### config.mk
export PLATFORM = sky130hd
export DESIGN_NAME = fetch_seq
export DESIGN_NICKNAME = d
export VERILOG_FILES = /design/src/rtl/fetch_seq.sv
export SDC_FILE = /design/constraint.sdc
export NUM_CORES = 1
export LEC_CHECK = 0
export ABC_AREA = 1
export BUFFER_PORTS_ARGS = -buffer_cell sky130_fd_sc_hd__buf_2
export CORE_MARGIN = 3
export CORE_UTILIZATION = 53
export CTS_CLUSTER_DIAMETER = 120
export DETAILED_ROUTE_END_ITERATION = 6
export PLACE_DENSITY = 0.87
export SLEW_MARGIN = 20
export SYNTH_ARGS = -nofsm -noshare
export SYNTH_HDL_FRONTEND = slang
export SYNTH_SLANG_ARGS = --single-unit
### constraint.sdc
create_clock -name clk -period 2.3 [get_ports clk]
set_clock_uncertainty 0.05 [all_clocks]
set_input_delay 0.23 -clock clk [delete_from_list [all_inputs] [get_ports clk]]
set_output_delay 0.23 -clock clk [all_outputs]
set_load 0.005 [all_outputs]
### src/rtl/fetch_seq.sv
`default_nettype none
// ============================================================================
// Module   : fetch_seq
// Brief    : Multicycle RV32I fetch sequencer. Owns the PC, issues a single
//            outstanding instruction-memory read, strobes the IR load enable
//            on the response and hands the instruction to the backend over a
//            valid/ready handshake. Handles redirects, flushes, halt,
//            misaligned-target faults and a memory-response watchdog.
// Revision : 1.0 - initial release
// ============================================================================
module fetch_seq #(
    parameter logic [31:0] RESET_PC = 32'h1ECEB000,
    parameter int unsigned TIMEOUT  = 255
) (
    input  logic        clk,
    input  logic        rst_n,
    output logic [31:0] imem_addr,
    output logic [3:0]  imem_rmask,
    input  logic        imem_resp,
    output logic        load_ir,
    output logic [31:0] pc,
    output logic        dec_valid,
    input  logic        dec_ready,
    input  logic        redirect,
    input  logic [31:0] redirect_pc,
    input  logic        flush,
    input  logic [31:0] flush_pc,
    input  logic        halt,
    output logic        halted,
    output logic        fault,
    output logic [31:0] fetch_count
);

    typedef enum logic [2:0] {
        S_REQ   = 3'd0,
        S_WAIT  = 3'd1,
        S_DEC   = 3'd2,
        S_HALT  = 3'd3,
        S_FAULT = 3'd4
    } state_t;

    // Last watchdog value tolerated; a WAIT cycle starting at this value
    // without a response is the TIMEOUT-th one and faults.
    localparam logic [15:0] c_WD_LAST = 16'(TIMEOUT - 1);

    state_t      r_state;
    state_t      w_state_nxt;
    logic [31:0] r_pc;
    logic [31:0] w_pc_nxt;
    logic        r_flush_pend;
    logic        w_flush_pend_nxt;
    logic [15:0] r_wd;
    logic [15:0] w_wd_nxt;
    logic [31:0] r_fetch_count;
    logic [31:0] w_fetch_count_nxt;
    logic        r_fault;
    logic        w_fault_nxt;

    logic        w_handshake;
    logic        w_flush_misaligned;
    logic        w_redirect_misaligned;

    assign w_handshake           = (r_state == S_DEC) && dec_ready;
    assign w_flush_misaligned    = (flush_pc[1:0] != 2'b00);
    assign w_redirect_misaligned = (redirect_pc[1:0] != 2'b00);

    // State register
    always_ff @(posedge clk or negedge rst_n) begin
        if (!rst_n) begin
            r_state <= S_REQ;
        end else begin
            r_state <= w_state_nxt;
        end
    end

    // Datapath registers: PC, pending-flush marker, watchdog, counter, fault
    always_ff @(posedge clk or negedge rst_n) begin
        if (!rst_n) begin
            r_pc          <= RESET_PC;
            r_flush_pend  <= 1'b0;
            r_wd          <= 16'd0;
            r_fetch_count <= 32'd0;
            r_fault       <= 1'b0;
        end else begin
            r_pc          <= w_pc_nxt;
            r_flush_pend  <= w_flush_pend_nxt;
            r_wd          <= w_wd_nxt;
            r_fetch_count <= w_fetch_count_nxt;
            r_fault       <= w_fault_nxt;
        end
    end

    // Next-state and datapath update; flush outranks every other event
    always_comb begin
        w_state_nxt       = r_state;
        w_pc_nxt          = r_pc;
        w_flush_pend_nxt  = r_flush_pend;
        w_wd_nxt          = r_wd;
        w_fetch_count_nxt = r_fetch_count;

        case (r_state)
            S_REQ: begin
                if (flush) begin
                    // Request suppressed this cycle; refetch from the new target
                    w_pc_nxt    = flush_pc;
                    w_state_nxt = w_flush_misaligned ? S_FAULT : S_REQ;
                end else begin
                    w_state_nxt = S_WAIT;
                    w_wd_nxt    = 16'd0;
                end
            end

            S_WAIT: begin
                if (flush) begin
                    w_pc_nxt = flush_pc;
                    if (w_flush_misaligned) begin
                        w_state_nxt      = S_FAULT;
                        w_flush_pend_nxt = 1'b0;
                    end else if (imem_resp) begin
                        // Read completes in the same cycle: drop it and refetch
                        w_state_nxt      = S_REQ;
                        w_flush_pend_nxt = 1'b0;
                    end else begin
                        // Keep waiting so the in-flight read is not abandoned;
                        // its data is discarded when it arrives
                        w_flush_pend_nxt = 1'b1;
                        if (r_wd < c_WD_LAST) begin
                            w_wd_nxt = r_wd + 16'd1;
                        end
                    end
                end else if (imem_resp) begin
                    w_flush_pend_nxt = 1'b0;
                    w_state_nxt      = r_flush_pend ? S_REQ : S_DEC;
                end else if (r_wd >= c_WD_LAST) begin
                    w_state_nxt = S_FAULT;
                end else begin
                    w_wd_nxt = r_wd + 16'd1;
                end
            end

            S_DEC: begin
                if (flush) begin
                    // Held instruction is dropped and not counted
                    w_pc_nxt    = flush_pc;
                    w_state_nxt = w_flush_misaligned ? S_FAULT : S_REQ;
                end else if (w_handshake) begin
                    w_fetch_count_nxt = r_fetch_count + 32'd1;
                    if (halt) begin
                        w_state_nxt = S_HALT;
                    end else if (redirect) begin
                        w_pc_nxt    = redirect_pc;
                        w_state_nxt = w_redirect_misaligned ? S_FAULT : S_REQ;
                    end else begin
                        w_pc_nxt    = r_pc + 32'd4;
                        w_state_nxt = S_REQ;
                    end
                end
            end

            default: begin
                // HALT and FAULT hold until reset
                w_state_nxt = r_state;
            end
        endcase

        w_fault_nxt = r_fault | (w_state_nxt == S_FAULT);
    end

    // State-decoded outputs, forced low while reset is asserted
    always_comb begin
        imem_rmask = 4'h0;
        load_ir    = 1'b0;
        dec_valid  = 1'b0;
        halted     = 1'b0;
        if (rst_n) begin
            if ((r_state == S_REQ) && !flush) begin
                imem_rmask = 4'hF;
            end
            load_ir   = (r_state == S_WAIT) && imem_resp && !r_flush_pend && !flush;
            dec_valid = (r_state == S_DEC);
            halted    = (r_state == S_HALT);
        end
    end

    assign imem_addr   = r_pc;
    assign pc          = r_pc;
    assign fetch_count = r_fetch_count;
    assign fault       = r_fault;

endmodule
`default_nettype wire

After elaboration in Yosys (flattened, before gate mapping)

Cells that the tools add are included.

Latch bits: 0
Memory bits (writable): 0
Bits in registers: 85
Output and inout port bits: 104
Memory bits (read-only): 0
Bits of input ports: 71
Memories kept: 0

Bitwise logic cells: 2
Muxes and demuxes: 37
Multipliers: 0
Eq/ne operators: 13
$lt $le $gt $ge: 2
Divide/modulo/power cells: 0
Add/subtract/negate cells: 3
Reduce and logical (&&, ||, !) cells: 18
Shifts and indexed selects: 0

Operator list:

| cell                                                               | number |
|---|---|
| 2-to-1 mux 32 bit                                                  | 5 |
| 2-to-1 mux 16 bit                                                  | 7 |
| one-hot mux 32 bit (2 select lines)                                | 1 |
| 2-to-1 mux 3 bit                                                   | 12 |
| adder 32 x 1 -> 32 bit, second input constant                      | 1 |
| adder 32 x 3 -> 32 bit, second input constant                      | 1 |
| one-hot mux 16 bit (2 select lines)                                | 1 |
| != test 3 bit, second input constant                               | 7 |
| adder 16 x 1 -> 16 bit, second input constant                      | 1 |
| greater-or-equal comparator 16 x 8 -> 1 bit, second input constant | 1 |
| less-than comparator 16 x 8 -> 1 bit, second input constant        | 1 |
| nonzero test 2 bit                                                 | 5 |
| one-hot mux 3 bit (3 select lines)                                 | 1 |
| 2-to-1 mux 4 bit                                                   | 2 |
| 2-to-1 mux 1 bit                                                   | 7 |
| AND reduction 7 bit                                                | 1 |
| == test 3 x 2 -> 1 bit, second input constant                      | 2 |
| logical AND 1 bit                                                  | 5 |
| AND reduction 4 bit                                                | 1 |
| == test 3 x 1 -> 1 bit, second input constant                      | 1 |
| == test 3 bit, second input constant                               | 1 |
| logical NOT 3 bit                                                  | 1 |
| AND reduction 3 bit                                                | 1 |
| logical NOT 1 bit                                                  | 2 |
| other kinds (7)                                                    | 7 |

Longest topological paths before layout

Gate-level depths: netlist (run 1).

Depth in word-level cells: 9
Depth in mapped cells: 12
Depth with buffers taken out: 12

Worst setup path after synthesis (run 1)

Ideal clock, no wire load.

Path kind: reg-to-reg
From: register r_pc[2] (netlist: imem_addr[2])
To: register r_pc[30] (netlist: imem_addr[30])
Stages on the path, launching flop included: 11
Path buffers: 0
Setup slack: 643 ps
Arrival time: 1,485 ps
Data required time: 2,128 ps
Path through: dfrtp_1 -> ha_1 -> inv_1 -> nor2_2 -> inv_1 -> nor2_1 -> nand2_1 -> nand2_1 -> nand3_1 -> nand2_1 -> a21oi_1

Longest elaborated chain between the ends: 6

RTL lines:

| element                             | line | RTL |
|---|---|---|
| start: declaration                  | 48   | `logic [31:0] r_pc;` |
| start signal: assignment            | 85   | `r_pc <= w_pc_nxt;` |
| adder 32 x 3 -> 32 bit              | 154  | `w_pc_nxt = r_pc + 32'd4;` |
| 2-to-1 mux 32 bit                   | 150  | `end else if (redirect) begin` |
| 2-to-1 mux 32 bit                   | 148  | `if (halt) begin` |
| 2-to-1 mux 32 bit                   | 146  | `end else if (w_handshake) begin` |
| 2-to-1 mux 32 bit                   | 142  | `if (flush) begin` |
| one-hot mux 32 bit (2 select lines) | 101  | `case (r_state)` |

No other way between the ends. The select of a mux whose other input is x is not followed.
A chain may end at the register's enable or synchronous reset.

Final worst setup path (run 1)

From: register r_pc[2] (netlist: imem_addr[2])
To: register r_pc[14] (netlist: imem_addr[14])

The elaborated chain is that of the path after synthesis.

==> results of run 1 <==
==> cell type report <==
cell class	instances	share of cell area
clock buffers	9	0.0318
flip-flops and latches	85	0.302
repair buffers	180	0.132
multi-input cells	668	0.453
well taps	140	0.0247
inverters	83	0.0448
clock inverters	7	0.0113
==> registers in the layout (all words and copies together), names as in the netlist <==
register,flops
fault,1
fetch_count,32
imem_addr,32
r_flush_pend,1
r_state,3
r_wd,16
==> stage by stage <==
step                cell area [µm²]  worst slack [ps]
floorplan                      6100               643
global placement               6770               417
detailed placement             6770               321
CTS                            7090               306
global route                   7090              67.7
finish                         7090               279
==> per-layer routing <==
| metal | global-route usage | share of wire |
|---|---|---|
| met1 | 0.335 | 0.41 |
| met2 | 0.458 | 0.48 |
| met3 | 0.0364 | 0.073 |
| met4 | 0.103 | 0.035 |
| met5 | 0 | 0.00064 |
==> worst reg2reg max path, delay by kind of cell (launching register included) <==
kind | cells | cell delay, ps
compound gates | 1 | 160
xor+xnor | 1 | 130
fa+ha+maj | 1 | 310
buf+inv | 2 | 190
flops | 1 | 520
simple gates | 3 | 550
==> cell usage after synthesis (all sizes together) <==
master / count
and3: 1
or2: 5
o21ai: 34
o21a: 2
dfstp: 12
nor2: 170
nand4: 7
clkbuf: 5
dfrtp: 73
inv: 81
a211oi: 1
nor3: 20
nand3: 53
a21oi: 43
nand3b: 12
buf: 53
clkinv: 2
a22oi: 4
o211ai: 11
xnor2: 12
nand2: 257
xor2: 27
ha: 4
a31oi: 2
nor4: 3
==> repair_timing <==
item / CTS / global route
hold buffers: 1 / 0
gates resized for setup: 0 / 0
endpoints found under the hold margin: 73 / 0
endpoints found under the setup margin: 0 / 0
==> worst max-delay path by stage <==
| stage | cells past startpoint | startpoint | endpoint |
|---|---|---|---|
| after floorplan | 10 | imem_addr[2]$_DFFE_PN0P_ | imem_addr[30]$_DFFE_PN0P_ |
| after global placement | 8 | imem_addr[2]$_DFFE_PN0P_ | imem_addr[14]$_DFFE_PN0P_ |
| after detailed placement | 8 | imem_addr[2]$_DFFE_PN0P_ | imem_addr[14]$_DFFE_PN0P_ |
| after CTS | 8 | imem_addr[2]$_DFFE_PN0P_ | imem_addr[14]$_DFFE_PN0P_ |
| after global routing | 10 | imem_addr[2]$_DFFE_PN0P_ | imem_addr[30]$_DFFE_PN0P_ |
| final | 8 | imem_addr[2]$_DFFE_PN0P_ | imem_addr[14]$_DFFE_PN0P_ |
==> logic make-up after synthesis <==
| kind of cell | count (synthesis) |
|---|---|
| flip-flops | 85 |
| XOR/XNOR | 39 |
| AND/OR/NAND/NOR | 528 |
| AO/OA/AOI/OAI | 97 |
| buffers and inverters | 141 |
| adder cells (fa/ha/maj) | 4 |
==> power by group through the flow <==
stage / sequential (W) / clock (W) / combinational (W)
6_report: 0.00153 / 0.00151 / 0.000207
5_1_grt: 0.00153 / 0.00160 / 0.000233
4_1_cts: 0.00153 / 0.00153 / 0.000210
3_5_place_dp: 0.00155 / 0 / 0.000207
3_3_place_gp: 0.00155 / 0 / 0.000205
2_1_floorplan: 0.00155 / 0 / 0.0000729
==> flow_metrics.py, run 1 <==
metrics = {
    "outcome": {
        "outcome": "finished, final reports clean",
    },
    "clocking": {
        "clk_latency_ps": 340,
        "cts_buffers": 9,
        "tritoncts": "built",
        "cts-root-buf": "clkbuf_16",
        "cts_buffer_depth": 2,
        "cts-htree-levels": 3,
        "cts.sinks": 85,
        "path_clk_slew_ps": 80,
        "cts_setup_buffers": 0,
    },
    "routing": {
        "drt_pass1_iterations": 5,
        "drt-wirelength-per-cell_um": 14.6,
        "viasPerCell": 5.33,
        "drcViolationCount": 0,
        "vias": 6248,
        "drt_wl_total_mm": 17.1,
        "drtIter0Drc": 570,
        "ant_nets": 0,
    },
    "placed_design": {
        "dp.cells": 1155,
        "portBuffers": 174,
        "place_congestion": 0.974,
        "dp_hpwl_mm": 13.0,
    },
    "critical_path": {
        "critPathKind": "flop to flop",
        "crit_path_end_kind": "flop",
        "crit_top_cell": "inv_1",
        "critPathRequiredTime_ps": 2480,
        "reg2reg_from": "imem_addr[2]$_DFFE_PN0P_",
        "r2r_setup_slack_ps": 280,
        "cp.arrival_ps": 2200,
        "r2r_cells": 8,
        "cp_max_fo": 9,
        "r2r_end": "imem_addr[14]$_DFFE_PN0P_",
        "path_delay_family": "simple AND/OR/NAND/NOR gates",
        "startpoint_type": "flop",
        "worstPathCellList": "ha_1 -> inv_1 -> nor2_2 -> inv_1 -> nor2_1 -> xor2_1 -> o21ai_0 -> nand2_1",
        "cpPeakStageDelay_ps": 520,
        "crit_slowest_cell": "dfrtp_1",
        "critical_path_buf_inv_count": 2,
    },
    "pwr": {
        "p_sw_frac": 0.243,
        "leakage_nw": 3.53,
        "p_int_w": 0.00245,
        "p_per_area_mw_per_mm2": 457,
        "p_total_w": 0.00324,
        "switchingPower_w": 0.000788,
        "seq_power_share": 0.471,
        "pwr-share-comb": 0.064,
        "clockPowerShare": 0.465,
        "peakVddDrop_uv": 308,
    },
    "final_layout": {
        "layout_common_cells": "nand2_1 (252), buf_2 (173), nor2_1 (157), inv_1 (74), dfrtp_1 (73)",
        "area_growth_pct": 16.3,
        "fin_util": 0.643,
        "nets": 1102,
        "multiInputGateArea_mm2": 0.00321,
        "fin_cells": 1172,
        "drive_gt1_frac": 0.239,
        "seqCellArea_mm2": 0.00214,
        "layout_commonest_cell": "nand2_1",
        "filler_cell_count": 977,
        "antenna_cells": 0,
    },
    "floorplan": {
        "ios": 175,
        "fp.coreArea_mm2": 0.0110,
        "dieArea_mm2": 0.0128,
        "die_w_um": 113,
        "fp-row-count": 38,
        "start_util": 0.553,
        "die_y_um": 113,
    },
    "timing": {
        "layout_min_cycle_time_ps": 2020,
        "fmax_mhz": 495,
        "slew_viol_final": 0,
        "relSlewSlack": 0.667,
        "fin_crit_sh": 0.879,
        "setup_viol": 0,
        "worst_pin_slew_ps": 498,
        "rsz0062_at_grt": "no",
        "fin_hold_ws_ps": 104,
        "finalSetupTns_ps": 0,
        "hold_viol": 0,
    },
    "grt": {
        "grt_antenna_before_repair": 1,
        "grt_pass1_vias": 5882,
        "grt_max_degree": 86,
        "grt_first_pass_wirelength_mm": 27.8,
        "grt_remaining_overflow": 0,
        "grt.total_usage": 0.265,
    },
    "hold_path": {
        "whs_path_depth": 3,
        "hp-start": "flush_pc[4]",
        "min_path_type": "primary input to flop",
        "whs_endpoint": "imem_addr[4]$_DFFE_PN0P_",
    },
    "yosys": {
        "synth_cell_type_count": 40,
        "ys_ff_latch": 85,
        "synth_top_area_cell": "dfrtp_1",
        "synth-compound-area-share": 0.0883,
        "synthAdderAreaFrac": 0.00821,
        "synth_top_area_share": 0.300,
        "synth_top_family_by_area": "simple AND/OR/NAND/NOR gates",
        "synth_fp_nets": 969,
        "syn_area_per_cell_um2": 6.82,
        "synth_simple_gate_area_frac": 0.375,
        "synth_cells": 894,
        "synthTopCellsByArea": "dfrtp_1 (30%), nand2_1 (16%), nor2_1 (9.7%)",
        "seq_area_frac_synth": 0.351,
        "synth_area_mm2": 0.00610,
        "yosys_warnings": 0,
        "synthMuxAreaShare": 0,
        "synth-xor-area-share": 0.0560,
    },
    "flow_run": {
        "max_cap_viol_count": 0,
    },
}
No activity file was read; power rests on OpenSTA's default activity.
==> run 2, diff against run 1 <==
- clock period: 2.3 -> 2.15 ns (I/O delays scaled with it)
==> run 2 against run 1 <==
  * Total power up 11%
  * Combinational power up 7%
  * Register-to-register slack worse by 50 ps
  * Critical endpoint is now halted
  * Non-clock buffer count up 5
  * Flip-flop and latch count unchanged
  * Worst setup slack worse by 78 ps
  * Count of clock-buffer cells in the layout up 3
==> flow_metrics.py, run 2 (synthesis gave the netlist of run 1 again) <==
metrics = {
    "outcome": {
        "outcome": "finished, final reports clean",
    },
    "placed_design": {
        "portBuffers": 174,
        "dp_hpwl_mm": 13.0,
        "place_congestion": 0.963,
    },
    "critical_path": {
        "critPathKind": "primary input to output port",
        "reg2reg_from": "imem_addr[2]$_DFFE_PN0P_",
        "cpPeakStageDelay_ps": 530,
        "critical_path_buf_inv_count": 4,
        "startpoint_type": "primary input",
        "worstPathCellList": "dlygate4sd3_1 -> buf_4 -> inv_1 -> nor4_1 -> buf_2",
        "crit_path_end_kind": "output port",
        "crit_slowest_cell": "dlygate4sd3_1",
        "path_delay_family": "buffers and inverters",
        "critPathRequiredTime_ps": 1880,
        "cp-startpoint": "rst_n",
        "cp.arrival_ps": 1680,
        "cp_max_fo": 17,
    },
    "final_layout": {
        "layout_commonest_cell": "nand2_1",
        "area_growth_pct": 17.2,
        "nets": 1107,
        "drive_gt1_frac": 0.242,
        "seqCellArea_mm2": 0.00214,
        "multiInputGateArea_mm2": 0.00321,
        "layout_common_cells": "nand2_1 (252), buf_2 (173), nor2_1 (157), inv_1 (74), dfrtp_1 (73)",
        "antenna_cells": 0,
        "filler_cell_count": 1001,
    },
    "floorplan": {
        "ios": 175,
        "start_util": 0.553,
        "dieArea_mm2": 0.0128,
        "die_w_um": 113,
        "die_y_um": 113,
        "fp.coreArea_mm2": 0.0110,
        "fp-row-count": 38,
    },
    "pwr": {
        "leakage_nw": 3.57,
        "peakVddDrop_uv": 515,
        "p_per_area_mw_per_mm2": 504,
        "p_total_w": 0.00360,
    },
    "clocking": {
        "cts-root-buf": "clkbuf_16",
        "cts_buffer_depth": 2,
        "path_clk_slew_ps": 60,
        "cts.sinks": 85,
        "clk_latency_ps": 350,
        "cts-htree-levels": 3,
        "tritoncts": "built",
        "cts_buffers": 9,
        "cts_setup_buffers": 0,
    },
    "grt": {
        "gr-usage-met3": 0.0690,
        "busiest_layer": "met2",
        "grt_pass1_vias": 5799,
        "met2_usage": 0.464,
        "grt_antenna_before_repair": 1,
        "grt_max_degree": 45,
        "grt.total_usage": 0.272,
        "grt_remaining_overflow": 0,
        "grtUsageMet1": 0.337,
        "grt_first_pass_wirelength_mm": 27.8,
    },
    "routing": {
        "vias": 6318,
        "drtIter0Drc": 519,
        "viasPerCell": 5.37,
        "drt-wirelength-per-cell_um": 14.8,
        "drt_wl_total_mm": 17.4,
        "drcViolationCount": 0,
        "drt_pass1_iterations": 5,
        "ant_nets": 0,
    },
    "timing": {
        "slew_viol_final": 0,
        "fin_crit_sh": 0.906,
        "layout_min_cycle_time_ps": 1950,
        "fmax_mhz": 513,
        "worst_pin_slew_ps": 506,
        "hold_viol": 0,
        "finalSetupTns_ps": 0,
        "relSlewSlack": 0.663,
        "rsz0062_at_grt": "no",
        "setup_viol": 0,
    },
    "hold_path": {
        "hp-start": "flush_pc[8]",
        "min_path_type": "primary input to flop",
    },
    "flow_run": {
        "max_cap_viol_count": 0,
    },
}
[run 2: changes by cell type in the layout (fill, tap and decap cells not counted), sizes merged]
cell and delta:
inv -3, bufinv +1, clkbuf +3, clkinvlp -1
buf +5
[run 2: path summary, 6_finish.rpt]
path | cells after the start | to | slack, ps
worst max-delay path | 5 | halted | 200
worst min-delay path | 3 | imem_addr[8]$_DFFE_PN0P_ | 80
worst max register to register | 10 | imem_addr[30]$_DFFE_PN0P_ | 230
worst min register to register | 2 | fault$_DFF_PN0_ | 430
max in group asynchronous | 3 | fetch_count[22]$_DFFE_PN0P_ | 1030
min in group asynchronous | 2 | imem_addr[29]$_DFFE_PN0P_ | 230
[run 2: tightest hold or removal path, stage by stage]
cell      delay (ps)
buf_2             70
o211ai_1          80
o21ai_1           70
[run 2: report_power, final]
part	switching, W	internal [W]
Sequential	0.0000194	0.00162
Combinational	0.000129	0.0000926
Clock	0.000664	0.00108
Total	0.000812	0.00279
[run 2: area by class of cell]
| class | instances | share of cell area |
|---|---|---|
| Multi-Input combinational cell | 668 | 0.450 |
| Sequential cell | 85 | 0.300 |
| Timing Repair Buffer | 185 | 0.136 |
| Inverter | 83 | 0.0445 |
| Clock buffer | 12 | 0.0359 |
| Tap cell | 140 | 0.0245 |
| Clock inverter | 4 | 0.00980 |
[run 2: layer usage]
layer	vias up	share of wire
met5	-	0.00075
met4	2	0.031
met3	53	0.082
met2	280	0.48
met1	2908	0.40
li1	3075	-
[run 2: repair_timing]
action / in CTS / in global routing
gates resized for setup: 0 / 0
hold buffers: 1 / 0
endpoints found under the hold margin: 14 / 0
[run 2: stage by stage]
step | area [µm²] | hold WS (ps) | setup slack (ps) | util | std cells
CTS | 7150 | 74.2 | 194 | 0.648 | 1177
floorplan | 6100 | -131 | 493 | - | 894
global route | 7150 | 90.9 | 86.7 | 0.648 | 1177
finish | 7150 | 84.1 | 201 | 0.648 | 1177
detailed placement | 6810 | 52.3 | 312 | 0.617 | 1160
global placement | 6810 | 51.1 | 371 | 0.617 | 1160
==> run 3, diff against run 2 <==
- CORE_MARGIN: 3 -> 2
- GPL_TIMING_DRIVEN: default -> 0
==> run 3 against run 2 <==
  * Sequential power is essentially flat
  * Largest cell class unchanged
  * Clock power down 15%
  * Wire length rose by 6.2%
  * Worst setup slack worse by 110 ps
  * Core utilization increased by 1.7 points
  * Critical path type is now flop to flop
==> flow_metrics.py, run 3 (synthesis gave the netlist of run 1 again) <==
metrics = {
    "outcome": {
        "outcome": "finished, final reports clean",
    },
    "critical_path": {
        "critPathKind": "flop to flop",
        "crit_top_cell": "nand2_1",
        "critPathRequiredTime_ps": 2350,
        "cpPeakStageDelay_ps": 470,
        "worstPathCellList": "ha_1 -> inv_1 -> nor2_2 -> inv_1 -> nor2_2 -> nand2_1 -> nand2_1 -> nand3_1 -> nand2_1 -> a21oi_1",
        "crit_slowest_cell": "dfrtp_1",
        "r2r_setup_slack_ps": 90,
        "crit_path_end_kind": "flop",
        "cp_max_fo": 6,
        "cp.arrival_ps": 2260,
        "startpoint_type": "flop",
    },
    "clocking": {
        "cts-root-buf": "clkbuf_16",
        "cts.sinks": 85,
        "clk_latency_ps": 360,
        "cts-htree-levels": 3,
        "path_clk_slew_ps": 70,
        "cts_buffer_depth": 2,
        "cts_buffers": 9,
        "tritoncts": "built",
    },
    "timing": {
        "rsz0062_at_grt": "no",
        "layout_min_cycle_time_ps": 2060,
        "worst_pin_slew_ps": 653,
        "fin_crit_sh": 0.958,
        "hold_viol": 0,
        "setup_viol": 0,
        "finalSetupTns_ps": 0,
        "fin_ws_ps": 89.4,
        "relSlewSlack": 0.565,
        "fmax_mhz": 485,
        "slew_viol_final": 0,
    },
    "floorplan": {
        "fp.coreArea_mm2": 0.0113,
        "start_util": 0.538,
        "dieArea_mm2": 0.0124,
        "fp-row-count": 39,
        "die_w_um": 111,
        "die_y_um": 111,
        "ios": 175,
    },
    "routing": {
        "drtIter0Drc": 458,
        "vias": 6512,
        "drt-wirelength-per-cell_um": 15.0,
        "ant_nets": 0,
        "drt_wl_total_mm": 18.5,
        "drcViolationCount": 0,
        "viasPerCell": 5.29,
        "drt_pass1_iterations": 5,
    },
    "pwr": {
        "p_per_area_mw_per_mm2": 446,
        "peakVddDrop_uv": 418,
        "leakage_nw": 3.79,
    },
    "grt": {
        "gr-usage-met3": 0.0514,
        "met2_usage": 0.512,
        "busiest_layer": "met2",
        "grt_antenna_before_repair": 1,
        "grt.total_usage": 0.303,
        "grtUsageMet1": 0.374,
        "grt_max_degree": 45,
        "grt_first_pass_wirelength_mm": 30.0,
        "grt_pass1_vias": 6125,
        "grt_remaining_overflow": 0,
    },
    "final_layout": {
        "seqCellArea_mm2": 0.00214,
        "layout_commonest_cell": "nand2_1",
        "area_growth_pct": 23.5,
        "multiInputGateArea_mm2": 0.00322,
        "filler_cell_count": 1040,
        "drive_gt1_frac": 0.275,
        "antenna_cells": 0,
        "nets": 1159,
        "layout_common_cells": "nand2_1 (252), buf_2 (179), nor2_1 (156), inv_1 (74), dfrtp_1 (72)",
    },
    "placed_design": {
        "portBuffers": 173,
        "place_congestion": 0.937,
        "dp_hpwl_mm": 14.1,
        "post-place-ws_ps": -20.4,
    },
    "hold_path": {
        "min_path_type": "primary input to flop",
    },
    "flow_run": {
        "max_cap_viol_count": 0,
    },
}
run 3: cell count changes in the layout (fill, tap and decap cells not counted), sizes merged:
cell / previous run / this run
buf: 184 / 230
bufinv: 2 / 0
clkbuf: 12 / 15
clkinvlp: 0 / 4
dlygate4sd3: 1 / 2
run 3: critical path, delay by kind of cell, from the launching register on:
kind / cells / cell delay (ps)
AOI/OAI and AO/OA: 1 / 50
buffers and inverters: 2 / 230
and+or+nand+nor: 6 / 840
DFF: 1 / 470
adders and majority gates: 1 / 310
run 3: per-layer routing:
metal / wire length, µm / share of wire
met1: 7470 / 0.40
met2: 8780 / 0.47
met3: 1440 / 0.078
met4: 784 / 0.042
met5: 8 / 0.00043
run 3: area by class of cell:
cell class | instances | share of cell area
Buffer | 58 | 0.0560
Clock buffer | 10 | 0.0304
Clock inverter | 6 | 0.00532
Inverter | 83 | 0.0422
Multi-Input combinational cell | 668 | 0.427
Sequential cell | 85 | 0.285
Tap cell | 143 | 0.0238
Timing Repair Buffer | 179 | 0.131
run 3: what timing repair did:
action,CTS,global route
setup endpoints to repair,2,5
resized for setup,1,1
setup buffers,0,0
hold buffers,5,0
endpoints found under the hold margin,29,0
run 3: path summary, 6_finish.rpt:
| kind | startpoint | endpoint | cells after the start |
|---|---|---|---|
| setup / recovery | imem_addr[3]$_DFFE_PN0P_ | imem_addr[30]$_DFFE_PN0P_ | 10 |
| hold / removal | flush_pc[9] | imem_addr[9]$_DFFE_PN0P_ | 3 |
| setup reg to reg | imem_addr[3]$_DFFE_PN0P_ | imem_addr[30]$_DFFE_PN0P_ | 10 |
| hold reg to reg | fault$_DFF_PN0_ | fault$_DFF_PN0_ | 2 |
| max in group asynchronous | rst_n | imem_addr[2]$_DFFE_PN0P_ | 5 |
| min in group asynchronous | rst_n | imem_addr[15]$_DFFE_PN1P_ | 2 |
run 3: report_power, final:
group          internal, W  switching, W  total (W)  leakage [nW]
clock             0.000779      0.000697    0.00148         0.120
sequential         0.00162     0.0000191    0.00163         0.986
combinational     0.000107      0.000138   0.000245          2.68
total              0.00250      0.000853    0.00336          3.79
run 3: metrics by stage:
stage / hold WS [ps] / total power (W) / util / instance area [µm²] / std cells
global placement: 399 / 0.00188 / 0.631 / 7140 / 1210
floorplan: -131 / 0.00174 / - / 6100 / 894
global route: 87.4 / 0.00346 / 0.665 / 7530 / 1232
CTS: 67.9 / 0.00337 / 0.665 / 7530 / 1232
finish: 69.3 / 0.00336 / 0.665 / 7530 / 1232
detailed placement: 177 / 0.00189 / 0.633 / 7170 / 1211
